==> config.mk <==
export PLATFORM = sky130hd
export DESIGN_NAME = rtf65002_ibuf8
export DESIGN_NICKNAME = d
export VERILOG_FILES = /design/src/rtl/rtf65002_ibuf8.sv
export SDC_FILE = /design/constraint.sdc
export NUM_CORES = 1
export LEC_CHECK = 0
export BUFFER_PORTS_ARGS = -buffer_cell sky130_fd_sc_hd__buf_2
export CAP_MARGIN = 20
export CORE_MARGIN = 2
export CORE_UTILIZATION = 40
export DETAILED_ROUTE_END_ITERATION = 10
export GPL_ROUTABILITY_DRIVEN = 0
export PLACE_DENSITY_LB_ADDON = 0.25
export SLEW_MARGIN = 20
export SYNTH_ARGS = -nofsm -noshare
export SYNTH_HDL_FRONTEND = slang
export SYNTH_SLANG_ARGS = --single-unit
==> constraint.sdc <==
create_clock -name clk_i -period 5.8 [get_ports clk_i]
set_clock_uncertainty 0.1 [all_clocks]
set_input_delay 1.16 -clock clk_i [delete_from_list [all_inputs] [get_ports clk_i]]
set_output_delay 1.16 -clock clk_i [all_outputs]
set_load 0.02 [all_outputs]
==> src/rtl/rtf65002_ibuf8.sv <==
// Instruction byte prefetch queue for the 8-bit-opcode mode: fetches aligned words,
// buffers bytes and presents the next four instruction bytes (opcode in [7:0]).
module rtf65002_ibuf8 #(
  parameter int          DEPTH   = 8,
  parameter logic [31:0] RST_ADR = 32'h0000_0000
) (
  input  logic        clk_i,
  input  logic        rst_ni,
  input  logic        flush_i,
  input  logic [31:0] flush_adr_i,
  input  logic        adv_i,
  input  logic [2:0]  adv_len_i,
  output logic [31:0] ins_o,
  output logic [2:0]  ins_avail_o,
  output logic [31:0] pc_o,
  output logic        fetch_req_o,
  output logic [31:0] fetch_adr_o,
  input  logic        fetch_ack_i,
  input  logic [31:0] fetch_dat_i,
  output logic        err_o,
  output logic [1:0]  dbg_state_o
);

  localparam int CW = $clog2(DEPTH + 1);
  localparam int QW = 8 * DEPTH;

  typedef enum logic [1:0] {
    ST_IDLE = 2'd0,
    ST_REQ  = 2'd1,
    ST_DROP = 2'd2
  } state_t;

  state_t          r_state, w_state_nxt;
  logic [QW-1:0]   r_q, w_q_nxt;
  logic [CW-1:0]   r_count, w_count_nxt, w_base;
  logic [31:0]     r_pc, w_pc_nxt;
  logic [31:0]     r_fadr, w_fadr_nxt;
  logic [1:0]      r_skip, w_skip_nxt;
  logic [31:0]     r_ins, w_ins_nxt;
  logic [2:0]      r_avail, w_avail_nxt;
  logic            r_req, r_err, w_err_nxt;
  logic            w_adv_ok, w_ack_take;
  logic [31:0]     w_word;

  // Fetch handshake: fetch_req_o is held with a stable request until fetch_ack_i is
  // seen high at a clock edge; fetch_dat_i is sampled on that same edge. Only one
  // request is ever outstanding, and a started bus cycle is always completed.
  assign w_adv_ok   = adv_i && (adv_len_i != 3'd0) && (adv_len_i <= r_avail);
  assign w_ack_take = (r_state == ST_REQ) && fetch_ack_i && !flush_i;
  assign w_word     = fetch_dat_i >> {r_skip, 3'b000};
  assign w_err_nxt  = adv_i && !flush_i && !w_adv_ok;

  always_comb begin
    w_state_nxt = r_state;
    case (r_state)
      ST_IDLE: if (!flush_i && (r_count <= CW'(DEPTH - 4))) w_state_nxt = ST_REQ;
      ST_REQ: begin
        if (fetch_ack_i)  w_state_nxt = ST_IDLE;
        else if (flush_i) w_state_nxt = ST_DROP;
      end
      ST_DROP: if (fetch_ack_i) w_state_nxt = ST_IDLE;
      default: w_state_nxt = ST_IDLE;
    endcase
  end

  // Bytes at or above count are kept zero, so an append can simply OR in the word.
  always_comb begin
    w_q_nxt     = r_q;
    w_count_nxt = r_count;
    w_pc_nxt    = r_pc;
    w_fadr_nxt  = r_fadr;
    w_skip_nxt  = r_skip;
    w_base      = r_count;
    if (flush_i) begin
      w_q_nxt     = '0;
      w_count_nxt = '0;
      w_pc_nxt    = flush_adr_i;
      w_fadr_nxt  = {flush_adr_i[31:2], 2'b00};
      w_skip_nxt  = flush_adr_i[1:0];
    end else begin
      if (w_adv_ok) begin
        w_q_nxt  = r_q >> {adv_len_i, 3'b000};
        w_base   = r_count - CW'(adv_len_i);
        w_pc_nxt = r_pc + 32'(adv_len_i);
      end
      w_count_nxt = w_base;
      if (w_ack_take) begin
        w_q_nxt     = w_q_nxt | (QW'(w_word) << {w_base, 3'b000});
        w_count_nxt = w_base + CW'(3'd4 - {1'b0, r_skip});
        w_fadr_nxt  = r_fadr + 32'd4;
        w_skip_nxt  = 2'd0;
      end
    end
    w_avail_nxt = (w_count_nxt >= CW'(4)) ? 3'd4 : w_count_nxt[2:0];
    w_ins_nxt   = w_q_nxt[31:0] & ~(32'hFFFF_FFFF << {w_avail_nxt, 3'b000});
  end

  always_ff @(posedge clk_i) begin
    if (!rst_ni) begin
      r_state <= ST_IDLE;
      r_q     <= '0;
      r_count <= '0;
      r_pc    <= RST_ADR;
      r_fadr  <= {RST_ADR[31:2], 2'b00};
      r_skip  <= RST_ADR[1:0];
      r_ins   <= 32'd0;
      r_avail <= 3'd0;
      r_req   <= 1'b0;
      r_err   <= 1'b0;
    end else begin
      r_state <= w_state_nxt;
      r_q     <= w_q_nxt;
      r_count <= w_count_nxt;
      r_pc    <= w_pc_nxt;
      r_fadr  <= w_fadr_nxt;
      r_skip  <= w_skip_nxt;
      r_ins   <= w_ins_nxt;
      r_avail <= w_avail_nxt;
      r_req   <= (w_state_nxt != ST_IDLE);
      r_err   <= w_err_nxt;
    end
  end

  assign ins_o       = r_ins;
  assign ins_avail_o = r_avail;
  assign pc_o        = r_pc;
  assign fetch_req_o = r_req;
  assign fetch_adr_o = r_fadr;
  assign err_o       = r_err;
  assign dbg_state_o = r_state;

endmodule

== After elaboration in Yosys (flattened, before gate mapping) ==
Index checks and enable logic that the tools add are counted.
Word-level totals
  flip-flop bits (word level): 173
  input port bits: 72
  output and inout port bits: 103
  logic and storage cells: 65
Cells by class
  add/sub/neg operators: 5
  magnitude comparators: 3
  equal/unequal tests: 2
  shift-type cells: 4
  multiplexer cells: 20
  bitwise logic cells: 4
  reduce and logical (&&, ||, !) cells: 15
Operators with widths (number)
  two-way mux 64 bit: 3
  two-way mux 32 bit: 5
  OR 64 bit: 1
  left shift 32 x 7 -> 64 bit: 1
  >> shifter 64 x 6 -> 64 bit: 1
  adder 32 x 3 -> 32 bit: 1
  adder 32 x 3 -> 32 bit, second input constant: 1
  bitwise AND 32 bit: 1
  NOT 32 bit: 1
  left shift 32 x 6 -> 32 bit, first input constant: 1
  >> shifter 32 x 5 -> 32 bit: 1
  two-way mux 4 bit: 4
  two-way mux 2 bit: 6
  logical AND 1 bit: 7
  case mux 2 bit (3 select lines): 1
  nonzero test 2 bit: 3
  adder 4 bit: 1
  >= comparator 4 x 3 -> 1 bit, second input constant: 1
  less-or-equal comparator 4 x 3 -> 1 bit, second input constant: 1
  subtractor 3 x 2 -> 4 bit, first input constant: 1
  subtractor 4 x 3 -> 4 bit: 1
  less-or-equal comparator 3 bit: 1
  two-way mux 3 bit: 1
  nonzero test 3 bit: 1
  other kinds (6): 7

== Logic depth before layout (Yosys ltp) ==
Gate-level depths: netlist (run 1).
  depth after elaboration: 13
  mapped depth: 21
  gate-level depth less buffers: 18

== Worst setup path before layout (run 1) ==
OpenSTA, ideal clock, no wires.
  path type: input to register
  start point: in adv_len_i[0]
  end point: reg r_ins[12] (netlist: ins_o[12])
  library setup time: 133 ps
  arrival: 5054 ps
  required time: 5567 ps
  path slack: 514 ps
  stages on the path: 21
  path buffers: 4
  cell sequence: buf_2 -> inv_1 -> clkbuf_1 -> ha_1 -> and3b_1 -> o21ai_1 -> a21oi_1 -> nor2_2 -> inv_1 -> buf_2 -> buf_1 -> ha_1 -> ha_1 -> inv_1 -> fa_1 -> nor2_1 -> xnor2_1 -> xnor2_1 -> o221ai_2 -> o21ai_1 -> nor2_1
On the way
  word-level cells in the longest chain between the ends: 13
  elaborated cells between the ends (all ways): 22
  those cells by class: 2 x add/sub; 2 x order compare; 3 x shift; 9 x mux; 3 x bitwise; 3 x reduce/logical
RTL lines
  start, declared: RTL line 12  | input logic [2:0] adv_len_i,
  parallel branches: the longest is 12 deep, another holds subtractor 4 x 3 -> 4 bit
  bitwise AND 32 bit *: RTL line 95  | w_ins_nxt = w_q_nxt[31:0] & ~(32'hFFFF_FFFF << {w_avail_nxt, 3'b000});
  end signal, assigned: RTL line 117  | r_ins <= w_ins_nxt;
  end, declared: RTL line 39  | logic [31:0] r_ins, w_ins_nxt;
Every way passes the cells marked *. The select of a mux whose other input is x is not followed.
A chain may end at the register's enable or synchronous reset.

== Worst setup path after layout (run 1) ==
  start point: in adv_len_i[0]
  end point: reg r_ins[23] (netlist: ins_o[23])
Same word-level chain as after synthesis.

==> results of run 1 <==
-- cells in the mapped netlist, types with 27 or more instances --
library cell and count:
clkbuf_1 59, a221oi_1 31, inv_1 37, nand3_1 39
xor2_1 27, a21oi_1 140, nand2_1 119, dfxtp_1 171
mux2i_1 53, nor3_1 28, xnor2_1 33, mux2_2 28
nor2_1 145, o21ai_0 92
-- stage by stage --
| step | power, mW | area [um^2] |
|---|---|---|
| after floorplan | 1.74 | 10100 |
| after global placement | 1.96 | 11200 |
| after detailed placement | 1.96 | 11200 |
| after CTS | 3.13 | 11800 |
| after global routing | 3.25 | 11800 |
| final | 3.13 | 11800 |
-- metal layers --
layer  vias to the layer above  wire length (um)  global-route usage
met4                         0              1410               0.114
met3                        88              2210              0.0399
met2                       415             16400               0.435
met5                         -                 0                   0
met1                      4789             14100               0.316
li1                       4879                 -                   -
-- sequential cells by signal, indices dropped and copies added (netlist names) --
name         cells
dbg_state_o      2
fetch_adr_o     30
r_count          4
ins_avail_o      3
r_q             64
r_skip           2
pc_o            32
ins_o           32
fetch_req_o      1
err_o            1
-- power breakdown --
part | internal, mW | leakage [nW] | switching, mW | total [mW]
Sequential | 1.22 | 1.40 | 0.0526 | 1.27
Combinational | 0.226 | 2.90 | 0.447 | 0.672
Clock | 0.588 | 0.295 | 0.591 | 1.18
-- layout make-up --
| type | instances | area [um^2] | share of cell area |
|---|---|---|---|
| tap | 330 | 413 | 0.0349 |
| multi-input combinational | 982 | 6200 | 0.524 |
| sequential | 171 | 3420 | 0.289 |
| clock buffer | 17 | 425 | 0.0359 |
| clock inverter | 15 | 195 | 0.0165 |
| timing repair buffer | 195 | 1030 | 0.0872 |
| inverter | 41 | 154 | 0.0130 |
-- cell families after synthesis --
kind of cell / after synthesis
multiplexers: 86
XOR/XNOR: 60
AO/OA/AOI/OAI: 391
buffers and inverters: 128
flip-flops: 171
AND/OR/NAND/NOR: 427
other: 1
adder cells (fa/ha/maj): 16
-- worst max-delay path by stage --
stage               slack [ps]        end  cells after the start
detailed placement         370  ins_o[22]                     19
global placement           440  ins_o[23]                     18
floorplan                  510  ins_o[12]                     21
CTS                        790  ins_o[22]                     19
global route               420  ins_o[23]                     19
finish                     700  ins_o[23]                     19
-- critical path, stage by stage --
cell	delay, ps
buf_2	150
inv_1	80
ha_1	200
and3b_1	230
o21ai_1	110
a21oi_2	780
nor2_8	160
inv_1	220
ha_1	190
inv_1	40
ha_1	180
inv_1	70
fa_1	150
nor2_1	50
xnor2_1	150
xnor2_1	270
o221ai_2	270
o21ai_1	730
nor2_1	120
==> run metrics, run 1 <==
status=completed; Critical Path Source=adv_len_i[0]; Leak Pwr=4.59 nW; crit path time final=5100 ps; crit path kind=input pin to flop; peak supply drop=183 uV; # fillers=2,501; ant diodes=0; FF+latch count, synth=171; post-synthesis mux area share=0.0939; first-pass GRT wire length=52,900 um; worst hold endpoint=r_q[5]; period utilisation layout=0.880; synthesized cell area=10,100 um^2; Synth Area in Compound Gates=0.241; FFs w/ async S/R, synth=0; Clock Tree Buf Depth=2; worst setup margin=699 ps; die height=163 um; DRT iter0 DRCs=875; Hold WC Path Type=flop to flop; # H-tree levels=4; Avg Inst Size Synth=7.92 um^2; commonest non-fill, non-tap cell in the layout=buf_2; xor/xnor cell area share of the yosys netlist=0.0519; WL final=34,100 um; die width=163 um; setup TNS=0 ps; clk sink count=171; 1st-pass router iterations=5; PwrDens=264 nW/um^2; GRT Residual Overflow=0; dpl cells=1,719; Cell variety after synth=74; cell count after synthesis=1,280; Final ANT Viol Nets=0; R2R Path End=ins_o[23]; CTS resizes=0; YS warnings=0; largest family of logic cells by synthesized area=compound AO/OA/AOI/OAI gates; Core ar.=25,000 um^2; unrepaired setup endpoints after global routing=no; Setup crit end kind=flop; final setup fails=0; largest cells by area after synthesis=dfxtp_1 (34%), a21oi_1 (6.9%), nor2_1 (5.4%), mux2i_1 (5.2%), o21ai_0 (4.5%); Vias=10,200; Die Area=26,600 um^2; MaxCap Viol Count=0; TritonCTS clock tree=built; Fmax=196 MHz; register area share after synthesis=0.338; DP HPWL=24,800 um; largest net degree at the start of global routing=89; reg-to-reg startpoint=ins_avail_o[2]; number of port buffers=172; pre-CTS setup slack=374 ps; total CTS buffers=17; most common flop cell mapped by yosys=dfxtp_1; Area Overhead vs Synth=16.9%; hold slack=446 ps; antenna violations before repair=0; R2R depth=18; Post-Synth Adder-Cell Area=0.0220; post-synth top area share=0.338; Critical Path Start Type=input pin; Worst slew margin=0.272; drc violations=0; Clock Latency Late Sink=460 ps; HP Start=r_q[5]; Post-Synth Simple-Gate Area=0.202; Ports=175; Rows=58; WHS Path Cells=2; most frequent cells in the layout=buf_2 (172), dfxtp_1 (171), nor2_1 (145), a21oi_1 (140), nand2_1 (117); Critical Path AT=5310 ps; Post-CTS Setup Repair Bufs=0; Slew Limit Fails=0; number of synthesized flops with an enable pin=0; final-report hold violation count=0; Critical Path Fanout Max=17; via-per-instance ratio=5.81; hold buffer count at CTS=0; post-layout util=0.473; WP data required=6010 ps; reg2reg setup slack=1180 ps; Slew @ Worst Pin=1080 ps; clock root buffer=clkbuf_16; Synth area leader=dfxtp_1; number of global-route vias before repair=9,627; Starting Density=0.405; share of cells above drive strength 1=0.201; clk slew on worst S/H paths=80 ps; Avg WL per Cell=19.5 um; Final nets=1,496; All-Layer GR Usage=0.255; Finished Layout Cells=1,751
Power figures use the tool's default switching activity.
==> run 2: changes to the inputs <==
Settings changed: PLACE_DENSITY_LB_ADDON 0.25 to unset.
==> run metrics, run 2 (synthesis results as in run 1) <==
status=completed; clock root buffer=clkbuf_16; DRT iter0 DRCs=844 (-3.5%); Critical Path Fanout Max=10 (-7); CTS resizes=0 (unchanged); Largest register FFs=64 (unchanged); most frequent cells in the layout=buf_2 (172), dfxtp_1 (171), nor2_1 (144), a21oi_1 (140), nand2_1 (117); GRT Residual Overflow=0 (unchanged); Ports=175 (unchanged); Biggest register=r_q; number of port buffers=172 (unchanged); Clock Tree Buf Depth=2 (unchanged); MaxCap Viol Count=0 (unchanged); hold buffer count at CTS=0 (unchanged); die height=163 um (unchanged); Hold WC Path Type=flop to flop; clk slew on worst S/H paths=80 ps (about the same); crit path time final=5130 ps (+24.7 ps); PwrDens=261 nW/um^2 (-1.2%); clk sink count=171 (unchanged); total CTS buffers=17 (unchanged); Post-CTS Setup Repair Bufs=0 (unchanged); Critical Path Start Type=input pin; Leak Pwr=4.57 nW (-0.42%); Critical Path AT=5310 ps (about the same); WP data required=5980 ps (-30 ps); first-pass GRT wire length=53,900 um (+1.9%); Final nets=1,497 (+0.067%); Fmax=195 MHz (-0.48%); largest net degree at the start of global routing=89 (unchanged); M1 wire length=14,300 um (+1.5%); final-report hold violation count=0 (unchanged); WL met3=1920 um (-13%); worst setup margin=674 ps (-24.7 ps); ant diodes=0 (unchanged); # H-tree levels=4 (unchanged); drc violations=0 (unchanged); Vias=10,300 (+0.84%); All-Layer GR Usage=0.259 (+0.00431); uppermost layer routed=met4; WL final=34,700 um (+1.8%); Worst slew margin=0.192 (-0.0800); peak supply drop=177 uV (-3.3%); Setup crit end kind=flop; DP HPWL=25,400 um (+2.4%); share of cells above drive strength 1=0.201 (+0.000562); via-per-instance ratio=5.85 (+0.78%); DR WL met2=17,000 um (+3.3%); Starting Density=0.405 (unchanged); pre-CTS setup slack=242 ps (-132 ps); Core ar.=25,000 um^2 (unchanged); Area Overhead vs Synth=16.5%; Slew @ Worst Pin=1200 ps (+119 ps); unrepaired setup endpoints after global routing=no; number of global-route vias before repair=9,851 (+2.3%); die width=163 um (unchanged); period utilisation layout=0.884 (+0.00425); Final ANT Viol Nets=0 (unchanged); final setup fails=0 (unchanged); Rows=58 (unchanged); crit path kind=input pin to flop; 1st-pass router iterations=7 (+2); setup TNS=0 ps (unchanged); Die Area=26,600 um^2 (unchanged); antenna violations before repair=0 (unchanged); Slew Limit Fails=0 (unchanged); Avg WL per Cell=19.8 um (+1.7%); TritonCTS clock tree=built; Clock Latency Late Sink=440 ps (-20 ps); commonest non-fill, non-tap cell in the layout=buf_2
run 2: final timing paths:
path,to,from,slack (ps),depth (start not counted)
max,ins_o[15],adv_len_i[1],670,18
min,fetch_adr_o[3],fetch_adr_o[3],430,2
max reg2reg,ins_o[15],ins_avail_o[1],1130,18
min reg2reg,fetch_adr_o[3],fetch_adr_o[3],430,2
run 2: report_power, final:
group	leakage (nW)	internal [mW]	switching, mW
Combinational	2.91	0.227	0.451
Clock	0.271	0.573	0.552
Sequential	1.40	1.22	0.0546
run 2: layer usage:
metal | GRT usage | vias to the layer above
met1 | 0.316 | 4886
met3 | 0.0472 | 98
met2 | 0.444 | 387
met5 | 0 | -
met4 | 0.115 | 0
li1 | - | 4885
run 2: cell type report:
class                           count  area [um^2]
Fill cell                        2510        13200
Timing Repair Buffer              196         1040
Clock inverter                     14          144
Tap cell                          330          413
Clock buffer                       18          429
Sequential cell                   171         3420
Inverter                           41          154
Multi-Input combinational cell    982         6200
run 2: metrics by stage:
stage                     cells  instance area, um^2  utilization  power [mW]  hold slack (ps)
after floorplan            1281                10100            -        1.74              376
after global placement     1720                11200        0.449        1.96              413
after detailed placement   1720                11200        0.449        1.97              407
after CTS                  1752                11800        0.472        3.08              431
after global routing       1752                11800        0.472        3.21              463
final                      1752                11800        0.472        3.08              427
run 2: critical path: stages:
cell and delay, ps:
buf_2 130, ha_1 310, and3b_1 200, o21ai_1 460
a21oi_2 200, nor2_8 270, inv_1 170, ha_1 220
inv_1 50, ha_1 130, inv_1 50, fa_1 360
nor2_1 140, xnor2_1 90, xnor2_1 280, o221ai_2 280
o21ai_1 690, nor2_1 100
